--- src/rtl/deff_ddr_pkg.sv ---
// ---------------------------------------------------------------------------
// deff_ddr_pkg
//   Shared constants and helpers for the D-PHY DDR output flip-flop.
//   The two state registers hold an XOR-encoded form of the serial stream.
//   XOR-ing them together recovers the bit most recently launched.
//   No ports; imported by the interface users and the top module.
// ---------------------------------------------------------------------------
package deff_ddr_pkg;

  // Value both edge registers take on reset (gives Dp=0, Dn=1).
  localparam logic Q_RST = 1'b0;

  // Encode a new bit against the opposite-edge register.
  // Once the register is updated, q1 ^ q2 equals the new bit.
  function automatic logic ddr_encode(input logic bit_in, input logic other_q);
    return bit_in ^ other_q;
  endfunction

  // Recover the launched serial bit from the two edge registers.
  function automatic logic ddr_decode(input logic q1, input logic q2);
    return q1 ^ q2;
  endfunction

endpackage : deff_ddr_pkg

--- src/rtl/deff_ddr_if.sv ---
// ---------------------------------------------------------------------------
// deff_ddr_if
//   Bundle of the data/control signals of the DDR output flip-flop.
//   Signals:
//     Enable     1 = capture new bits, 0 = hold current output
//     Serial_B1  bit launched at the rising edge
//     Serial_B2  bit launched at the falling edge
//     Dp         differential positive output (serial bit)
//     Dn         differential negative output, always ~Dp
//   Modports:
//     master  drives Enable/Serial_B1/Serial_B2 and observes Dp/Dn
//     slave   the flip-flop itself
// ---------------------------------------------------------------------------
interface deff_ddr_if;
  logic Enable;
  logic Serial_B1;
  logic Serial_B2;
  logic Dp;
  logic Dn;

  modport master (
    output Enable,
    output Serial_B1,
    output Serial_B2,
    input  Dp,
    input  Dn
  );

  modport slave (
    input  Enable,
    input  Serial_B1,
    input  Serial_B2,
    output Dp,
    output Dn
  );
endinterface : deff_ddr_if

--- src/rtl/deff_ddr.sv ---
// ---------------------------------------------------------------------------
// deff_ddr
//   Double-edge output flip-flop of the D-PHY transmit driver.
//   Serial_B1 is launched on the rising edge of TX_DDR_clk.
//   Serial_B2 is launched on the falling edge of TX_DDR_clk.
//   The result is driven as the differential pair Dp/Dn.
//   Glitch-free operation: two single-edge registers hold an XOR-encoded
//   stream, and the output is their XOR. The clock never enters the data path.
//   Ports:
//     TX_DDR_clk  in  DDR bit clock, both edges active
//     TX_rst      in  synchronous active-low reset, sampled on each flop's edge
//     bus         deff_ddr_if.slave (Enable, Serial_B1, Serial_B2, Dp, Dn)
// ---------------------------------------------------------------------------
module deff_ddr
  import deff_ddr_pkg::*;
(
  input  logic      TX_DDR_clk,
  input  logic      TX_rst,
  deff_ddr_if.slave bus
);

  logic q1_r;  // rising-edge register
  logic q2_r;  // falling-edge register
  logic dp_s;

  // Rising-edge register: reset beats Enable; when disabled it holds.
  always_ff @(posedge TX_DDR_clk) begin
    if (!TX_rst) begin
      q1_r <= Q_RST;
    end else if (bus.Enable) begin
      q1_r <= ddr_encode(bus.Serial_B1, q2_r);
    end else begin
      q1_r <= q1_r;
    end
  end

  // Falling-edge register: reset beats Enable; when disabled it holds.
  always_ff @(negedge TX_DDR_clk) begin
    if (!TX_rst) begin
      q2_r <= Q_RST;
    end else if (bus.Enable) begin
      q2_r <= ddr_encode(bus.Serial_B2, q1_r);
    end else begin
      q2_r <= q2_r;
    end
  end

  // The output is combinational by design. A further register would need
  // a clock running at twice the bit rate.
  assign dp_s   = ddr_decode(q1_r, q2_r);
  assign bus.Dp = dp_s;
  assign bus.Dn = ~dp_s;

endmodule : deff_ddr

--- src/flat_wrapper.sv ---
// flat-port wrapper written by rule: the top's interface ports become plain ports
module deff_ddr_flat import deff_ddr_pkg::*;
  (TX_DDR_clk, TX_rst, bus_Enable, bus_Serial_B1, bus_Serial_B2, bus_Dp, bus_Dn);
  deff_ddr_if bus_i ();
  input  logic TX_DDR_clk;
  input  logic TX_rst;
  input wire logic [$bits(bus_i.Enable)-1:0] bus_Enable;
  input wire logic [$bits(bus_i.Serial_B1)-1:0] bus_Serial_B1;
  input wire logic [$bits(bus_i.Serial_B2)-1:0] bus_Serial_B2;
  output wire logic [$bits(bus_i.Dp)-1:0] bus_Dp;
  output wire logic [$bits(bus_i.Dn)-1:0] bus_Dn;
  assign bus_i.Enable = bus_Enable;
  assign bus_i.Serial_B1 = bus_Serial_B1;
  assign bus_i.Serial_B2 = bus_Serial_B2;
  assign bus_Dp = bus_i.Dp;
  assign bus_Dn = bus_i.Dn;
  deff_ddr u_core (.TX_DDR_clk(TX_DDR_clk), .TX_rst(TX_rst), .bus(bus_i));
endmodule
--- config.mk ---
export PLATFORM = sky130hd
export DESIGN_NAME = deff_ddr_flat
export DESIGN_NICKNAME = d
export VERILOG_FILES = /design/src/rtl/deff_ddr_pkg.sv /design/src/rtl/deff_ddr_if.sv /design/src/rtl/deff_ddr.sv /design/src/flat_wrapper.sv
export SDC_FILE = /design/constraint.sdc
export NUM_CORES = 1
export LEC_CHECK = 0
export CORE_AREA = 2 2 39 41
export DETAILED_ROUTE_END_ITERATION = 10
export DIE_AREA = 0 0 41 43
export HOLD_SLACK_MARGIN = 0.1
export PLACE_DENSITY = 0.3
export SLEW_MARGIN = 20
export SYNTH_ARGS = -nofsm -noshare
export SYNTH_HDL_FRONTEND = slang
export SYNTH_SLANG_ARGS = --single-unit
export TNS_END_PERCENT = 100
--- constraint.sdc ---
create_clock -name TX_DDR_clk -period 1 [get_ports TX_DDR_clk]
set_input_delay 0.15 -clock TX_DDR_clk [delete_from_list [all_inputs] [get_ports TX_DDR_clk]]
set_output_delay 0.15 -clock TX_DDR_clk [all_outputs]
set_load 0.005 [all_outputs]
Word-level counts from Yosys, hierarchy flattened

Cells that the tools add are included.

Bitwise logic cells: 4

Operator list:

| operator          | count |
|---|---|
| bitwise XOR 1 bit | 3 |
| NOT 1 bit         | 1 |

Register bits after elaboration: 2
Bits of input ports: 5
Output and inout port bits: 2
Logic and storage cells: 6

Depth between registers and ports, before layout

Word-level depth: 2
Mapped depth: 2
Mapped depth without buffers: 2

==> results.cfg <==
[detailed_routing]
ant_nets = 0
drc = 0
drt_iter0_drc = 3
vias = 121
firstDrtPassIters = 4
routed_wl_um = 281
wire_per_inst_um = 7.03
viasPerCell = 3.03

[finish]
layout-drive-gt1-share = 0.542
syn2layout_area_growth_pct = 161
diodes = 0
nNetsFinal = 30
fin_area_sq_um = 245

[die]
pin_count = 7
die-area_sq_um = 1760
initial_core_util = 0.0678
coreArea_sq_um = 1380
die_h_um = 43
fp.dieW_um = 41
rows = 14

[worst_setup_path]
crit_slowest_cell = dfxtp_2
critPathRequiredTime_ns = 0.85
r2r-end = u_core.q1_r
endpoint_kind = output pin
critical_path.startpoint_type = flip-flop
rrSetupSlack_ns = -0.54
arrival_ns = 1.42
crit_path_max_incr_delay_ns = 0.32
regToRegStartpoint = u_core.q2_r
path_max_fanout = 2
crit_type = flip-flop to output pin
rr_worst_depth = 5
crit_chain = xor2_2, inv_1, buf_2

[sta]
setup_ws_ns = -0.574
worstMarginPinSlew_ns = 0.173
finalSetupViolations = 4
relSlewSlack = 0.883
hold_viol_final = 0
maxSlewViolCount = 0
fin_setup_tns_ns = -1.79
fin_skew_ns = 0.0575
rsz0062_at_grt = true
hold_slack_ns = 0.301

[synth]
synth_flop_cell = dfxtp_1
yosys_register_bits = 2
ys_warn_count = 0
yosysSeqAreaShare = 0.427
synth_edf_count = 0
synth.avg_cell_area_sq_um = 8.53
ys_types = 6
netlist.area_leader.share = 0.427
syn_inst = 11
synth_area_leader_cell = dfxtp_1
syn-num-nets = 16
netlist_area_sq_um = 93.8
synth_area_leaders = dfxtp_1, xnor2_1, a21oi_1
synthTopCellsByCount = a21oi_1, dfxtp_1, inv_1, o21ai_0, xnor2_1
postSynth.asyncResetShare = 0

[pwr]
comb_power_share = 0.213
p_sw_uw = 101
p_int_uw = 299
power_uw = 400
swShare = 0.252
p_leak_nw = 0.111
power_frac_clock = 0.545
p_seq_frac = 0.242
peakVddDrop_mv = 0.463
power.density_nw_per_um2 = 1630

[cts]
ctsHtreeMaxLevel = 1
cts_tree = done
clk_latency_ns = 0.28
clkSinkCount = 2
clk_path_buf_depth = 2
root_buffer = clkbuf_4
cts_buffers = 3
path_clk_slew_ns = 0.03

[min_path]
hold_path_depth = 2
hold_class = input pin to flip-flop
hold_end = u_core.q1_r
min_from = bus_Enable

[placement]
pre_cts_slack_ns = -0.668
place_congestion = 0.503
port_buffers = 6
dpl_cell_area_sq_um = 191

[global_route]
overflow = 0
grt_pass1_vias = 112
grt_pass1_wl_um = 400
grt.total_usage = 0.0391
antenna_found_initial = 0
grt_max_degree = 5

[outcome]
violations = negative setup slack
status = finished, violations left

[job]
drv_cap = 0
## power groups by stage
stage,logic (mW),clock network [mW],registers (mW)
2_1_floorplan,0.0255,0.0125,0.0978
3_3_place_gp,0.0753,0.0125,0.0978
3_5_place_dp,0.0765,0.0125,0.0980
4_1_cts,0.0738,0.231,0.0969
5_1_grt,0.0924,0.247,0.0973
6_report,0.0851,0.218,0.0969
## cell usage in the layout, fill, tap and decap left out
cell type / synthesis / routed
xnor2_2: 0 / 2
o21ai_0: 2 / 1
buf_6: 0 / 2
inv_1: 2 / 2
clkdlybuf4s50_1: 0 / 2
o21ai_1: 0 / 1
buf_2: 0 / 2
clkbuf_1: 0 / 1
xor2_2: 0 / 1
clkbuf_4: 0 / 3
dfxtp_4: 0 / 1
dfxtp_2: 0 / 1
dlygate4sd2_1: 0 / 2
buf_4: 0 / 1
a21oi_1: 2 / 2
## metal layers
metal  vias to the layer above  global-route usage  share of wire
li1                         60                   -              -
met1                        52              0.0353           0.45
met2                         9              0.0375           0.39
met3                         0              0.0524           0.16
met4                         0              0.0400              0
met5                         -                   0              0
## registers in the layout, indices dropped and copies added (netlist names)
name and count:
u_core.q1_r 1, u_core.q2_r 1
## repair_timing
| action | 4_1_cts | 5_1_grt |
|---|---|---|
| buffers inserted | 1 | 1 |
| hold buffers | 0 | 0 |
| pin swaps | 4 | 3 |
| resized for setup | 12 | 3 |
| cloned | 0 | 0 |
| endpoints found under the setup margin | 4 | 4 |
## kinds of logic (layout without fill, tap and decap cells)
family                    count (synthesis)  count (layout)  synth area share
DFF                                       2               2             0.427
xor gates and xnor gates                  3               3             0.280
AOI/OAI and AO/OA                         4               4             0.213
buffers and inverters                     2              15            0.0800
## how the worst max path moves through the flow
| stage | start | end | slack [ns] | cells past startpoint |
|---|---|---|---|---|
| 6_report | u_core.q2_r | bus_Dn | -0.57 | 3 |
| 5_1_grt | u_core.q2_r | bus_Dn | -0.61 | 3 |
| 4_1_cts | u_core.q2_r | bus_Dn | -0.59 | 3 |
| 3_5_place_dp | u_core.q2_r | bus_Dn | -0.67 | 3 |
| 3_3_place_gp | u_core.q2_r | bus_Dn | -0.66 | 3 |
| 2_1_floorplan | u_core.q2_r | bus_Dn | -0.21 | 2 |
## stage by stage
step / util / instances
finish: 0.177 / 40
CTS: 0.162 / 39
floorplan: - / 11
detailed placement: 0.138 / 34
global placement: 0.138 / 34
global route: 0.177 / 40
## area by class of cell
| cell class | instances | area (sq um) |
|---|---|---|
| Fill cell | 155 | 1140 |
| Tap cell | 16 | 20.0 |
| Clock inverter | 1 | 3.75 |
| Sequential cell | 2 | 45.0 |
| Multi-Input combinational cell | 7 | 68.8 |
| Inverter | 1 | 3.75 |
| Clock buffer | 4 | 26.3 |
| Timing Repair Buffer | 9 | 77.6 |
## critical path, delay by kind of cell, from the launching register on
| kind | cells | cell delay, ns |
|---|---|---|
| DFF | 1 | 0.32 |
| buffers and inverters | 2 | 0.17 |
| xor gates and xnor gates | 1 | 0.15 |
Note: power is estimated with default switching activity, not from simulation.
